<file path="src/rtl/jk_pkg.sv">
// Shared types and defaults for the JK bank driver: FSM states, JK command
// encodings and parameter defaults.
package jk_pkg;

    localparam int DEF_WIDTH     = 8;
    localparam int DEF_MAX_RETRY = 3;

    typedef enum logic [2:0] {
        ST_IDLE   = 3'd0,
        ST_DRIVE  = 3'd1,
        ST_SETTLE = 3'd2,
        ST_CHECK  = 3'd3,
        ST_DONE   = 3'd4
    } state_t;

    // Encoded as {j,k} so a command can be assigned straight onto the pins.
    typedef enum logic [1:0] {
        JK_HOLD = 2'b00,
        JK_RST  = 2'b01,
        JK_SET  = 2'b10,
        JK_TGL  = 2'b11
    } jk_cmd_t;

endpackage

</file>
<file path="src/rtl/jk_excite.sv">
// Per-bit JK excitation: chooses the command that moves one flop from q to
// target, using toggle or set/reset depending on tgl_mode.
module jk_excite
    import jk_pkg::*;
(
    input  logic q,
    input  logic target,
    input  logic tgl_mode,
    output logic j,
    output logic k
);

    jk_cmd_t cmd;

    always_comb begin
        cmd = JK_HOLD;
        if (q != target) begin
            if (tgl_mode)
                cmd = JK_TGL;
            else if (target)
                cmd = JK_SET;
            else
                cmd = JK_RST;
        end
    end

    assign {j, k} = cmd;

endmodule

</file>
<file path="src/rtl/jk_bank_driver.sv">
// Drives a bank of JK flops to a requested state and verifies the readback.
// Define JK_DRV_RETRY_EN to re-drive up to MAX_RETRY extra times on a mismatch.
module jk_bank_driver
    import jk_pkg::*;
#(
    parameter int WIDTH     = DEF_WIDTH,
    parameter int MAX_RETRY = DEF_MAX_RETRY
)
(
    input  logic             clk,
    input  logic             rst_n,
    input  logic             req_valid,
    output logic             req_ready,
    input  logic [WIDTH-1:0] target,
    input  logic             tgl_mode,
    input  logic [WIDTH-1:0] q_fb,
    output logic [WIDTH-1:0] j,
    output logic [WIDTH-1:0] k,
    output logic             done,
    output logic             err,
    output logic             busy
);

    state_t           state;
    logic [WIDTH-1:0] target_reg;
    logic             tgl_reg;
    logic [WIDTH-1:0] j_next;
    logic [WIDTH-1:0] k_next;
    logic             match;

    // Excitation always works from the live readback, so a retry naturally
    // re-targets only the bits that are still wrong.
    generate
        for (genvar gi = 0; gi < WIDTH; gi++) begin : g_bit
            jk_excite u_excite (
                .q        (q_fb[gi]),
                .target   (target_reg[gi]),
                .tgl_mode (tgl_reg),
                .j        (j_next[gi]),
                .k        (k_next[gi])
            );
        end
    endgenerate

    assign match     = (q_fb == target_reg);
    assign req_ready = (state == ST_IDLE);

`ifdef JK_DRV_RETRY_EN
    localparam int RW = (MAX_RETRY > 0) ? $clog2(MAX_RETRY + 1) : 1;
    logic [RW-1:0] retry_cnt;
    logic          retry_ok;
    assign retry_ok = (retry_cnt < RW'(MAX_RETRY));
`endif

    always_ff @(posedge clk or negedge rst_n) begin
        if (!rst_n) begin
            state      <= ST_IDLE;
            target_reg <= '0;
            tgl_reg    <= 1'b0;
            j          <= '0;
            k          <= '0;
            done       <= 1'b0;
            err        <= 1'b0;
            busy       <= 1'b0;
`ifdef JK_DRV_RETRY_EN
            retry_cnt  <= '0;
`endif
        end else begin
            // j/k and the completion flags are pulses; default them low.
            j    <= '0;
            k    <= '0;
            done <= 1'b0;
            err  <= 1'b0;
            case (state)
                ST_IDLE: begin
                    if (req_valid) begin
                        target_reg <= target;
                        tgl_reg    <= tgl_mode;
                        busy       <= 1'b1;
                        state      <= ST_DRIVE;
`ifdef JK_DRV_RETRY_EN
                        retry_cnt  <= '0;
`endif
                    end
                end
                ST_DRIVE: begin
                    j     <= j_next;
                    k     <= k_next;
                    state <= ST_SETTLE;
                end
                ST_SETTLE: begin
                    state <= ST_CHECK;
                end
                ST_CHECK: begin
                    if (match) begin
                        done  <= 1'b1;
                        state <= ST_DONE;
`ifdef JK_DRV_RETRY_EN
                    end else if (retry_ok) begin
                        retry_cnt <= retry_cnt + RW'(1);
                        state     <= ST_DRIVE;
`endif
                    end else begin
                        err   <= 1'b1;
                        state <= ST_DONE;
                    end
                end
                ST_DONE: begin
                    busy  <= 1'b0;
                    state <= ST_IDLE;
                end
                default: begin
                    busy  <= 1'b0;
                    state <= ST_IDLE;
                end
            endcase
        end
    end

endmodule
</file>
<file path="config.mk">
export PLATFORM = sky130hd
export DESIGN_NAME = jk_bank_driver
export DESIGN_NICKNAME = d
export VERILOG_FILES = /design/src/rtl/jk_pkg.sv /design/src/rtl/jk_excite.sv /design/src/rtl/jk_bank_driver.sv
export SDC_FILE = /design/constraint.sdc
export NUM_CORES = 1
export LEC_CHECK = 0
export CORE_ASPECT_RATIO = 1.4
export CORE_UTILIZATION = 45
export CTS_BUF_LIST = sky130_fd_sc_hd__clkbuf_16
export DETAILED_ROUTE_END_ITERATION = 6
export PLACE_DENSITY = 0.8
export SYNTH_ARGS = -nofsm -noshare
export SYNTH_HDL_FRONTEND = slang
export SYNTH_SLANG_ARGS = --single-unit
</file>
<file path="constraint.sdc">
create_clock -name clk -period 1.7 [get_ports clk]
set_input_delay 0.255 -clock clk [delete_from_list [all_inputs] [get_ports clk]]
set_output_delay 0.255 -clock clk [all_outputs]
set_load 0.01 [all_outputs]
</file>
After elaboration in Yosys (flattened, before gate mapping)
Cells that the tools add are included.

cells by class
  bitwise gates (word level) = 1
  eq/ne operators = 13
  muxes and demuxes = 34
  reductions and logical operators = 4

operators with widths
  kind                                            number
  2-to-1 mux 2 bit                                24
  2-to-1 mux 8 bit                                2
  case mux 3 bit (4 select lines)                 1
  == test 8 bit                                   1
  != test 1 bit                                   8
  == test 3 x 2 -> 1 bit (second input constant)  2
  2-to-1 mux 1 bit                                5
  AND reduction 2 bit                             2
  == test 3 x 1 -> 1 bit (second input constant)  1
  zero test 3 bit                                 1
  2-to-1 mux 3 bit                                1
  OR reduction 3 bit                              1
  != test 2 bit (second input constant)           1
  case mux 1 bit (2 select lines)                 1
  NOT 1 bit                                       1

storage, ports and cells
  bits in registers = 31
  bits of input ports = 20
  word-level logic and storage cells = 60
  output and inout port bits = 20

Depth between registers and ports, before layout
Gate-level depths: netlist of run 1.

  word-level depth = 4
  gate-level depth with buffers = 5

By module
A second synthesis of run 1 with hierarchy kept.

unflattened totals
  cells, all modules = 114
  area, all modules = 1,413.9 um^2

modules (own cells, without submodules)
  module          area each (um^2)  times used  cells each
  jk_bank_driver  1,193.6           1           82
  jk_excite       27.5              8           4

Least setup slack after synthesis of run 1
OpenSTA, ideal clock, no wires.

  path type = register -> register
  from = register state[0]
  to = register target_reg[0]
  data arrival time = 1,350 ps
  path slack = 225 ps
  stages on the path, launching flop included = 4
  period minus slack after synthesis = 1,475 ps
  path buffers = 1
  path through = dfrtp_1 > buf_6 > nor4b_4 > mux2_2

between the ends
  cells in the longest elaborated chain, start to end = 2

RTL lines
  element                               RTL line              source
  start, declared                       jk_bank_driver.sv:24  state_t state;
  start signal, assigned                jk_bank_driver.sv:57  state <= ST_IDLE;
  start signal, assigned                jk_bank_driver.sv:80  state <= ST_DRIVE;
  start signal, assigned                jk_bank_driver.sv:89  state <= ST_SETTLE;
  zero test 3 bit                       jk_bank_driver.sv:74  case (state)
  AND reduction 2 bit (no source line)  -
  end signal, assigned                  jk_bank_driver.sv:77  target_reg <= target;
  end, declared                         jk_bank_driver.sv:25  logic [WIDTH-1:0] target_reg;

No other way between the ends.
A chain may end at the register's enable or synchronous reset.

Final worst setup path of run 1
  from = register state[0]
  to = output req_ready

between the ends
  cells in the longest elaborated chain, start to end = 1

RTL lines
  element          RTL line              source
  zero test 3 bit  jk_bank_driver.sv:46  assign req_ready = (state == ST_IDLE);
  end, declared    jk_bank_driver.sv:13  output logic req_ready,

No other way between the ends.

==> results summary, run 1 <==
The flow ran to the end, and the final reports show no timing, DRC or antenna violations. After synthesis, the largest area contributor takes up 59.5% of total cell area. The number of instances in the synthesized netlist came out at 115. The share of total power consumed by net switching came out at 31.4%. In this run the static leakage power is 0.797 nW. The final-layout setup total negative slack came out at 0 ns.

The register clock-pin slew on the reported worst setup and hold paths is 0.05 ns. Summed over all instances, the cell type with the most area after synthesis is sky130_fd_sc_hd__dfrtp_1. The count of antenna-violating nets left after detailed routing came out at 0. In the finished design, the share of the clock period the worst path needs comes to 87.0%. The number of vias in the routed layout is 948.

The remaining global-route overflow came out at 0. The number of rows created at floorplan came out at 22. The hold violation count in the final report came out at 0. Final hold analysis gives a worst-case slack of 0.370 ns. The number of global-route vias before repair is 899. In this run the worst setup path begins at state[0]$_DFFE_PN0P_.

The filler cells instantiated in the layout total 222. Global routing consumed, over all layers together, 18.7% of the routing resources. The total nets after synthesis is 135. The number of buffers added by the clock tree synthesis step came out at 5. The core region is 2700 sq um. The clock network burns 25.4% of the power. The final routed wire length divided by cell count is 12.3 um. The setup path with the least slack is of type reg -> out. The synthesized flop and latch total is 31.

The placer congestion estimate came out at 0.752. The post-synthesis async set-or-reset flop share came out at 100%. The first global-routing pass estimated 3840 um of wire.

The count of cell types in the netlist came out at 19. The power consumption came out at 3.10 mW. The relative contribution of combinational cells to total power is 34.1%. The first detailed-routing pass ran for 4 iterations.

The width of the die came out at 47.5 um. Entering global routing, the biggest net connects 32 pins. The transition time of the tightest slew-check pin came out at 0.524 ns. The total area of multi-input combinational cells is 489 sq um. The post-route netlist has 12.7% of its cells at a drive strength greater than 1. Ranked by total cell area, the synthesized netlist is headed by sky130_fd_sc_hd__dfrtp_1, sky130_fd_sc_hd__mux2_2, sky130_fd_sc_hd__nor2b_1, sky130_fd_sc_hd__a21oi_1, sky130_fd_sc_hd__nor2_1. The sequential cells in the finished layout cover a total of 778 sq um. Pin placement for this block handled 40 I/O pins. The number of pins exceeding their max-slew limit in the final report is 0.

The number of enable flip-flop cells after synthesis came out at 0. The number of buffers between clock root and the deepest sink is 2. The layout overhead on the synthesized area is 42.2%. The initial detailed-routing violation count came out at 17.

The worst setup path is captured at a primary output. The most common cell in the synthesized netlist is sky130_fd_sc_hd__dfrtp_1. TritonCTS built the clock tree.

The CTS H-tree depth is 2. By count the netlist is led by sky130_fd_sc_hd__dfrtp_1, sky130_fd_sc_hd__nor2_1, sky130_fd_sc_hd__a21oi_1, sky130_fd_sc_hd__nor2b_1, sky130_fd_sc_hd__mux2_2. The starting utilization of the core area came out at 48.3%. The required arrival time at the worst endpoint came out at 1.44 ns. Setup violations remaining at the end of the flow were counted as 0. The worst-skew pair later-pin latency is 0.27 ns. STA classifies the critical path startpoint as a flip-flop. The number of antenna violations at the first check in global routing came to 0. The sequential element share of the synthesized area came out at 59.5%. The CTS root buffer is sky130_fd_sc_hd__clkbuf_16. The most instantiated flip-flop cell in the synthesis netlist is sky130_fd_sc_hd__dfrtp_1. At the worst endpoint, the arrival time is 1.22 ns.

Measured against its own limit, the worst slew margin works out to 65.1%. The synthesis warning total is 0. Clock tree synthesis found a total of 31 sinks. The highest attainable clock frequency came out at 676 MHz. The via density per instance is 4.91. The post-DP HPWL came out at 1740 um. Setup repair after global routing left no endpoint under its margin. The register share of total power came out at 40.5%. Counting I/O delays and the setup requirement, the final critical path takes 1.48 ns. The y dimension of the die is 65.7 um. The post-route clock skew is 0.00478 ns. The repair_antennas step left the layout with diodes totalling 0. The tightest min-delay check is of the in -> async type. For this block, the routed nets add up to 2380 um of wire. The layout net count came out at 177. The per-instance average area after synthesis came out at 11.3 sq um. The post-route DRC violation count came out at 0. The highest ir drop seen on vdd came out at 0.00104 V. The switching power of the nets is 0.974 mW. The total power divided by cell area is 1670 nW/um^2. The floorplan step defined a die boundary enclosing 3120 sq um. The worst register-to-register path begins at state[0]$_DFFE_PN0P_. The internal power came out at 2.13 mW. In this run the tool buffered the top-level ports with 39 buffer cells.

After synthesis the cells add up to 1300 sq um. The largest driver fanout on the critical path is 7. The tool flagged a number of max-cap violations equal to 0. The hold-fix buffer count after cts is 0.
==> through the flow <==
stage | util [%] | setup WS (ns) | instances | cell area, sq um
3_5_place_dp | 63.7 | 0.0438 | 186 | 1720
2_1_floorplan | - | 0.225 | 115 | 1300
3_3_place_gp | 63.7 | 0.0690 | 186 | 1720
4_1_cts | 68.7 | 0.218 | 193 | 1850
5_1_grt | 68.7 | 0.136 | 193 | 1850
6_report | 68.7 | 0.221 | 193 | 1850
==> routing by layer <==
metal / global-route usage [%] / up-vias / part of all wire, %
met5: 0 / - / 0
met4: 11.8 / 0 / 2.9
met3: 7.69 / 7 / 4.7
met2: 29.3 / 30 / 53
met1: 19.8 / 442 / 39
li1: - / 469 / -
==> repair_timing <==
item                                    CTS  global route
gates resized for setup                   3             0
endpoints found under the setup margin    1             0
buffers inserted                          0             0
endpoints found under the hold margin     0             0
==> power by group through the flow <==
| stage | clock [mW] | combinational, mW | sequential [mW] |
|---|---|---|---|
| after floorplan | 0 | 0.728 | 1.20 |
| after global placement | 0 | 1.03 | 1.24 |
| after detailed placement | 0 | 1.07 | 1.26 |
| after CTS | 0.806 | 1.07 | 1.26 |
| after global routing | 0.853 | 1.17 | 1.30 |
| final | 0.789 | 1.06 | 1.26 |
==> path summary, 6_finish.rpt <==
path | slack, ns | end | cells after the start
worst max-delay path | 0.22 | req_ready | 2
worst min-delay path | 0.37 | err$_DFF_PN0_ | 2
worst max register to register | 0.26 | target_reg[0]$_DFFE_PN0P_ | 3
worst min register to register | 0.50 | busy$_DFFE_PN0P_ | 2
max in group asynchronous | 1.04 | state[1]$_DFFE_PN0P_ | 2
min in group clk | 0.50 | busy$_DFFE_PN0P_ | 2
==> cells in the final DEF, fill, tap and decap left out <==
cell,n
sky130_fd_sc_hd__xor2_1,4
sky130_fd_sc_hd__inv_1,1
sky130_fd_sc_hd__clkbuf_16,5
sky130_fd_sc_hd__nand3b_1,1
sky130_fd_sc_hd__nor4b_4,1
sky130_fd_sc_hd__xnor2_1,1
sky130_fd_sc_hd__nor2b_1,16
sky130_fd_sc_hd__clkinv_1,1
sky130_fd_sc_hd__or3b_1,1
sky130_fd_sc_hd__dfrtp_1,29
sky130_fd_sc_hd__dlygate4sd2_1,1
sky130_fd_sc_hd__clkdlybuf4s50_1,38
sky130_fd_sc_hd__dfrtp_2,2
sky130_fd_sc_hd__a21oi_1,17
sky130_fd_sc_hd__and4_1,1
sky130_fd_sc_hd__mux2_2,9
sky130_fd_sc_hd__clkinv_2,1
sky130_fd_sc_hd__buf_4,2
sky130_fd_sc_hd__nor4_1,3
sky130_fd_sc_hd__nor2_1,20
sky130_fd_sc_hd__a31oi_1,1
sky130_fd_sc_hd__nor3_1,2
==> cell type report <==
| class | count | share of cell area (%) |
|---|---|---|
| flip-flops and latches | 31 | 42.0 |
| multi-input cells | 77 | 26.4 |
| repair buffers | 41 | 21.8 |
| clock buffers | 5 | 6.75 |
| well taps | 36 | 2.43 |
| clock inverters | 2 | 0.472 |
| inverters | 1 | 0.202 |
==> worst max-delay path, cell delays in order, from the launching register on <==
cell and delay (ns):
sky130_fd_sc_hd__dfrtp_2 0.46, sky130_fd_sc_hd__nor3_1 0.21, sky130_fd_sc_hd__dlygate4sd2_1 0.29
==> cell families (layout without fill, tap and decap cells) <==
kind of cell	after synthesis	in the layout	synth area share [%]
AOI/OAI and AO/OA	18	18	7.01
muxes	9	9	7.77
and+or+nand+nor	45	45	19.4
xor gates and xnor gates	5	5	3.36
DFF	31	31	59.5
buffers and inverters	7	49	2.97
Power figures use the tool's default switching activity.
==> run 2, diff against run 1 <==
- CAP_MARGIN: unset -> 20
- PLACE_DENSITY: 0.8 -> 0.79
- SYNTH_HIERARCHICAL: unset -> 1
==> run 2 against run 1 <==
Against the previous run:
- clock skew is essentially flat
- global-route usage decreased by 0.85 points
- via count is 1.7% higher
- register-to-register slack lost 0.02 ns
- synthesized cell count down 0.87%
- largest power group unchanged
- highest routed layer unchanged
==> results summary, run 2 <==
The flow ran to the end, and the final reports show no timing, DRC or antenna violations. Yosys printed 6 warnings. The critical path goes through nor3_2 -> dlygate4sd2_1. The share of total power consumed by net switching came out at 30.4%. The routed length on met1 came out at 1120 um. The internal portion of the total power is 2.45 mW.

During I/O placement, the number of pins put on the boundary was 40. The post-synthesis async set-or-reset flop share came out at 100%. The most common cell in the synthesized netlist is sky130_fd_sc_hd__dfrtp_1.

The worst setup path is captured at a primary output. The number of search-and-repair iterations in the first detailed-routing pass is 4. The hold violation count in the final report is 0. The layout net count is 180. The final critical delay including setup and external delays is 1.50 ns. CTS placed an instance of sky130_fd_sc_hd__clkbuf_16 at the clock tree root. Routed signal wires occupy layers up through met4.

The initial detailed-routing violation count is 8. In the global route stage, overall resource usage came out at 17.9%. Setup repair after global routing left no endpoint under its margin. The cell area after technology mapping is 1410 sq um.

The count of antenna-violating nets left after detailed routing came out at 0. The min-delay analysis places its worst path in the category in -> async. The final-layout setup total negative slack came out at 0 ns. The via density per instance came out at 4.89. The starting utilization of the core area came out at 48.2%. The number of pins exceeding their max-slew limit in the final report was 0. The wire length of the first global-routing pass is 4320 um. The number of buffers added by the clock tree synthesis step is 5. The cell accounting for the most synthesized area is sky130_fd_sc_hd__dfrtp_1. The clock net sink count is 31.

Leaving out fill and tap cells, the most frequent cell in the layout is sky130_fd_sc_hd__clkdlybuf4s50_1. The worst-case headroom to the max-slew limit came out at 50.6%. The number of enable flip-flop cells after synthesis is 0.

The placer congestion estimate came out at 0.705. The total power divided by cell area came out at 1740 nW/um^2. The post-route DRC violation count came out at 0.

After detailed routing, the average wire length per cell comes to 13.6 um. The largest driver fanout on the critical path is 6. The clock reaches the later pin of the worst-skew pair after 0.27 ns. The width of the die came out at 49.4 um.

The die outline area is 3370 sq um. TritonCTS built the clock tree. The transition time of the tightest slew-check pin is 0.737 ns. The number of global-route vias before repair came out at 905.

For this run, the slowest stage of the critical path takes 0.45 ns. The relative contribution of combinational cells to total power came out at 35.1%. The number of fillers in the final layout is 233. The count of cell types in the netlist is 18. The slowest stage of the critical path belongs to the cell sky130_fd_sc_hd__dfrtp_1. The final period utilization is 88.0%. In the post-synthesis netlist, the biggest area contributors are sky130_fd_sc_hd__dfrtp_1, sky130_fd_sc_hd__mux2i_1, sky130_fd_sc_hd__mux2_4, sky130_fd_sc_hd__and2_1, sky130_fd_sc_hd__xor2_1.

Of the post-synthesis cell area, the dominant cell type holds 54.9%. The synthesized flop and latch total came out at 31. The number of instances in the synthesized netlist is 114. In the synthesized netlist, the cells that appear most often are sky130_fd_sc_hd__dfrtp_1, sky130_fd_sc_hd__and2_1, sky130_fd_sc_hd__mux2i_1, sky130_fd_sc_hd__nand2_1, sky130_fd_sc_hd__mux2_4. The total of endpoints with negative setup slack in the final report is 0.

Cells with a size suffix above 1 make up 11.9% of the layout. The worst setup path is launched from a flip-flop. The die is 68.3 um tall. The post-DP HPWL is 1910 um. The share of total power in the clock network came out at 27.1%. The register share of total power is 37.8%. After layout, the worst setup slack is 0.204 ns. The number of vias in the routed layout came out at 964. By startpoint and endpoint, the worst setup path is classified as reg -> out. The worst setup slack after placement is 0.0791 ns. The number of nets handed over by synthesis was 134. The data arrival time of the worst path is 1.24 ns. The floorplan has 23 rows. The hold-fix buffer count after cts came out at 0. The number of antenna violations at the first check in global routing came to 0. The sequential element share of the synthesized area is 54.9%. The largest net degree at the start of global routing came out at 32. The number of port buffers came out at 39. After clock tree synthesis, the setup repair step added 0 buffers. The clock tree synthesis step divided the H-tree into 2 levels. The register clock-pin slew on the reported worst setup and hold paths came out at 0.05 ns.

In the layout the commonest cells are sky130_fd_sc_hd__clkdlybuf4s50_1, sky130_fd_sc_hd__dfrtp_1, sky130_fd_sc_hd__and2_1. The clock passes through at most 2 buffers. The layout overhead on the synthesized area came out at 42.9%. The required arrival time at the worst endpoint is 1.44 ns. The leakage power of the design is 0.958 nW.

For this run, the leading register cell type out of synthesis is sky130_fd_sc_hd__dfrtp_1. After detailed routing, the met3 layer carries 126 um of wire. A synthesized cell averages 12.4 sq um. In this run the standard cell core region covers 2940 sq um.

The routed length on met2 is 1380 um. The post-route clock skew is 0.00468 ns. The highest attainable clock frequency came out at 668 MHz. The switching power of the nets is 1.07 mW. The worst-case IR drop observed on VDD is 0.00134 V. The remaining global-route overflow is 0.

The max capacitance violation total is 0. The diode insertion count for antenna repair came out at 0. Summed over all layers, the routed wires come to 2670 um.
-- run 2: metrics by stage --
step	cells	hold slack (ns)	total power, mW	instance area (sq um)	utilization [%]
after floorplan	114	-0.0406	2.04	1410	-
after global routing	197	0.430	3.72	2020	68.8
after CTS	197	0.384	3.56	2020	68.8
after detailed placement	190	0.510	2.59	1860	63.5
final	197	0.373	3.51	2020	68.8
after global placement	190	0.484	2.52	1860	63.5
-- run 2: cells by family after synthesis --
kind of cell,Yosys count,share of synthesized area (%)
AOI/OAI and AO/OA,2,0.708
DFF,31,54.9
and+or+nand+nor,44,16.6
buffers and inverters,3,1.33
muxes,25,20.9
xor gates and xnor gates,9,5.58
-- run 2: worst paths after layout --
kind | startpoint | end | slack, ns | cells after the start
setup / recovery | state[0]$_DFFE_PN0P_ | req_ready | 0.20 | 2
setup reg to reg | state[0]$_DFFE_PN0P_ | target_reg[4]$_DFFE_PN0P_ | 0.24 | 4
hold / removal | rst_n | k[6]$_DFF_PN0_ | 0.37 | 2
max in group asynchronous | rst_n | done$_DFF_PN0_ | 1.05 | 2
min in group clk | busy$_DFFE_PN0P_ | busy$_DFFE_PN0P_ | 0.52 | 2
hold reg to reg | busy$_DFFE_PN0P_ | busy$_DFFE_PN0P_ | 0.52 | 2
-- run 2: worst max-delay path: cells and delay by family (launching register included) --
kind | cells | cell delay, ns
flip-flops | 1 | 0.45
AND/OR/NAND/NOR | 1 | 0.23
buffers and inverters | 1 | 0.29
-- run 2: what timing repair did --
item | CTS | global route
gates resized for setup | 1 | 0
hold endpoints to repair | 0 | 0
endpoints found under the setup margin | 1 | 0
-- run 2: final cells by class --
type	count	area, sq um	area share (%)
repair buffers	41	417	20.6
well taps	37	46.3	2.29
multi-input cells	80	619	30.7
clock inverters	2	33.8	1.67
clock buffers	5	125	6.19
inverters	1	3.75	0.186
flip-flops and latches	31	776	38.4
-- run 2: per-layer routing --
layer,GRT usage (%),vias to the layer above
met5,0,-
met2,30.0,27
met4,8.57,0
li1,-,470
met3,6.89,4
met1,20.1,463
-- run 2: power by group through the flow --
stage | logic, mW | clock network, mW | registers [mW]
final | 1.23 | 0.951 | 1.33
after global routing | 1.34 | 1.02 | 1.36
after CTS | 1.26 | 0.973 | 1.33
after detailed placement | 1.26 | 0 | 1.34
after global placement | 1.21 | 0 | 1.32
after floorplan | 0.709 | 0 | 1.33
==> run 3, diff against run 2 <==
- ABC_AREA: unset -> 1
- CTS_BUF_LIST: sky130_fd_sc_hd__clkbuf_16 -> unset
- PLACE_DENSITY: 0.79 -> 0.77
==> run 3 against run 2 <==
Against the previous run:
- setup slack worse by 0.047 ns
- cell count is 65% higher
- sequential power is 5% lower
- flip-flop and latch count stayed put
- largest cell class unchanged
==> results summary, run 3 <==
The sequential cell area in the final layout is 776 sq um. The total of endpoints with negative setup slack in the final report is 0. The synthesis warning total came out at 6. The classification of the worst-slack hold path is in -> async. Global routing finished with a remaining overflow of 0.

The final critical delay including setup and external delays is 1.54 ns. In the post-synthesis netlist, the cell with the most instances is sky130_fd_sc_hd__nor2_1. No sink is reached through more buffers than the 2 on the longest clock path. After floorplanning, the core was sized to cover 3410 sq um. The hold-fix buffer count after cts is 0. The number of global-route vias before repair came out at 1,258. The post-route clock skew came out at 0.00460 ns. The final-layout setup total negative slack came out at 0 ns. Along the worst path, the maximum fanout reaches 5.

From synthesis to final layout, the design area changed by 32.9%. The startpoint of the lowest-slack register-to-register path is state[0]$_DFFE_PN0P_. The most common library cell in the layout ignoring fill and taps is sky130_fd_sc_hd__nor2_1. The placer congestion estimate is 0.704. Walking the worst path, the cells encountered are nor3_4 -> dlygate4sd2_1. The run finished with clean final reports.

Broken down by cell family, the worst path's largest delay share belongs to flip-flops. The clock net sink count is 31. In the final layout, the multi-input gates occupy 632 sq um. The post-DP HPWL came out at 2240 um. The number of antenna violations at the first check in global routing is 0.

The clock reaches the later pin of the worst-skew pair after 0.28 ns. The starting utilization of the core area is 47.9%. The register clock-pin slew on the reported worst setup and hold paths is 0.06 ns. Summed over all instances, the cell type with the most area after synthesis is sky130_fd_sc_hd__dfrtp_1.

The number of enable flip-flop cells after synthesis came out at 0. The summed area of non-filler cells in the final layout is 2170 sq um. The final period utilization is 90.8%.

40 I/O pins were placed. Summed over all cells, the static leakage comes to 1.26 nW. The number of buffers added by the clock tree synthesis step is 5. The total power divided by cell area is 1550 nW/um^2. The via density per instance is 4.40. The number of buffers and inverters on the critical path is 1.

The die outline area came out at 3880 sq um. The number of pins exceeding their max-slew limit in the final report is 0. The kind of end point of the critical path is a primary output.

The number of fillers in the final layout is 322. The final routed wire length divided by cell count came out at 9.34 um. TritonCTS built the clock tree. The most instantiated flip-flop cell in the synthesis netlist is sky130_fd_sc_hd__dfrtp_1. The repair_antennas step left the layout with diodes totalling 0.

The hold violation count in the final report is 0. After detailed routing, the number of remaining DRC violations is 0. STA classifies the critical path startpoint as a flip-flop. The total wire length after detailed routing came out at 3040 um. The number of placed instances, taps included is 317. Measured along the x axis, the die boundary spans 52.9 um. The power consumption came out at 3.37 mW.

For the worst setup path, the data required time is 1.44 ns. Of the cells placed in the final design, the portion with a size suffix greater than 1 is 6.67%. The highest attainable clock frequency came out at 648 MHz. The library cells used most frequently in the layout, excluding fill and tap cells, are sky130_fd_sc_hd__nor2_1, sky130_fd_sc_hd__nand2_1, sky130_fd_sc_hd__inv_1. The per-instance average area after synthesis came out at 6.87 sq um.

For the worst flop-to-flop path, the logic depth is 4. The detailed router finished its first iteration with 14 violations. The max capacitance violation total came out at 0. The number of vias in the routed layout is 1,431.

The post-synthesis async set-or-reset flop share is 100%. The synthesized netlist contains 13 unique library cells. The number of port buffers came out at 39. The share of Yosys cell area claimed by the top area cell type is 47.5%.

The worst pin sits at a relative slew slack of 62.2%. The wire length of the first global-routing pass came out at 5290 um. The post-detailed-placement cell area came out at 2070 sq um.

The transition time of the tightest slew-check pin is 0.567 ns. The number of search-and-repair iterations in the first detailed-routing pass is 4. The maximum cell stage delay along the critical path is 0.44 ns. The synthesized flop and latch total came out at 31. The layout net count is 304. Setup repair after global routing left no endpoint under its margin. The worst-case IR drop observed on VDD is 0.00125 V. The number of buffers inserted to repair setup after CTS came out at 0. The H-tree was split into 2 levels. The number of rows created at floorplan is 25.

The worst register-to-register path ends at target_reg[6]$_DFFE_PN0P_. Across every metal layer, demand over resource in global routing totals 19.4%. The cell area after technology mapping is 1630 sq um. Sequential cells were found to cover 47.5% of the synthesized design area. Once detail routing completed, the nets flagged for antenna violations numbered 0. Yosys attributes the largest share of cell area to sky130_fd_sc_hd__dfrtp_1, sky130_fd_sc_hd__nor2_1, sky130_fd_sc_hd__nand2_1, sky130_fd_sc_hd__inv_1, sky130_fd_sc_hd__a21oi_2.

The y dimension of the die is 73.3 um. The type of the setup path with the least slack is reg -> out. Setup slack on the worst reg-to-reg path comes out at 0.45 ns.

The total nets after synthesis is 258. After synthesis, the most frequently instantiated cells are sky130_fd_sc_hd__nor2_1, sky130_fd_sc_hd__nand2_1, sky130_fd_sc_hd__inv_1, sky130_fd_sc_hd__dfrtp_1, sky130_fd_sc_hd__a21oi_2. CTS placed an instance of sky130_fd_sc_hd__clkbuf_8 at the clock tree root. The number of instances in the synthesized netlist came out at 238.

The slowest stage of the critical path belongs to the cell sky130_fd_sc_hd__dfrtp_1. The data arrival time of the worst path is 1.29 ns. The largest net degree at the start of global routing came out at 32. The count of placed standard cells in the final layout, fillers left out is 325.
run 3: changes by cell type after synthesis, sizes merged, moves of 9 or more:
cell   previous run  this run
nand2            16        66
mux2i            16         0
and2             17         0
mux2              9         0
inv               1        56
nor2              4        68
run 3: cell families (layout without fill, tap and decap cells):
logic type	after synthesis	after routing	synth area share (%)
compound gates	11	11	5.28
xor+xnor	1	1	0.536
buf+inv	58	105	13.9
flops	31	31	47.5
simple gates	137	137	32.8
run 3: worst reg2reg max path: cells and delay by family, from the launching register on:
kind	cells	cell delay, ns
compound gates	1	0.04
simple gates	3	0.66
flops	1	0.44
run 3: timing repair:
item | in CTS | in global routing
endpoints found under the hold margin | 0 | 0
gates resized for setup | 1 | 0
setup endpoints to repair | 1 | 0
run 3: cell type report:
class | count | area share, %
multi-input cells | 149 | 29.1
well taps | 40 | 2.30
flip-flops and latches | 31 | 35.7
repair buffers | 41 | 18.6
clock buffers | 8 | 4.61
inverters | 56 | 9.68
run 3: worst max-delay path by stage:
stage / startpoint / endpoint / slack (ns) / cells past startpoint
final: state[0]$_DFFE_PN0P_ / req_ready / 0.16 / 2
after global routing: state[0]$_DFFE_PN0P_ / req_ready / 0.09 / 2
after CTS: state[0]$_DFFE_PN0P_ / req_ready / 0.14 / 2
after detailed placement: state[0]$_DFFE_PN0P_ / req_ready / 0.17 / 2
after global placement: state[0]$_DFFE_PN0P_ / req_ready / 0.19 / 2
after floorplan: state[0]$_DFFE_PN0P_ / tgl_reg$_DFFE_PN0P_ / 0.50 / 5
run 3: routing by layer:
layer | part of all wire, % | global-route usage [%] | up-vias
li1 | - | - | 769
met1 | 42 | 20.6 | 629
met2 | 53 | 33.1 | 26
met3 | 3.4 | 6.21 | 7
met4 | 2.5 | 10.5 | 0
met5 | 0 | 0 | -
run 3: power by group:
part | leakage [nW] | internal (mW) | switching [mW]
sequential | 0.395 | 1.01 | 0.262
clock | 0.0515 | 0.369 | 0.260
combinational | 0.809 | 0.680 | 0.793
total | 1.26 | 2.06 | 1.31
run 3: per-stage QoR:
step / utilization, % / hold WS [ns] / worst slack, ns
3_5_place_dp: 60.8 / 0.466 / 0.172
5_1_grt: 63.7 / 0.411 / 0.0862
6_report: 63.7 / 0.374 / 0.157
3_3_place_gp: 60.8 / 0.454 / 0.194
2_1_floorplan: - / -0.0406 / 0.496
4_1_cts: 63.7 / 0.385 / 0.144
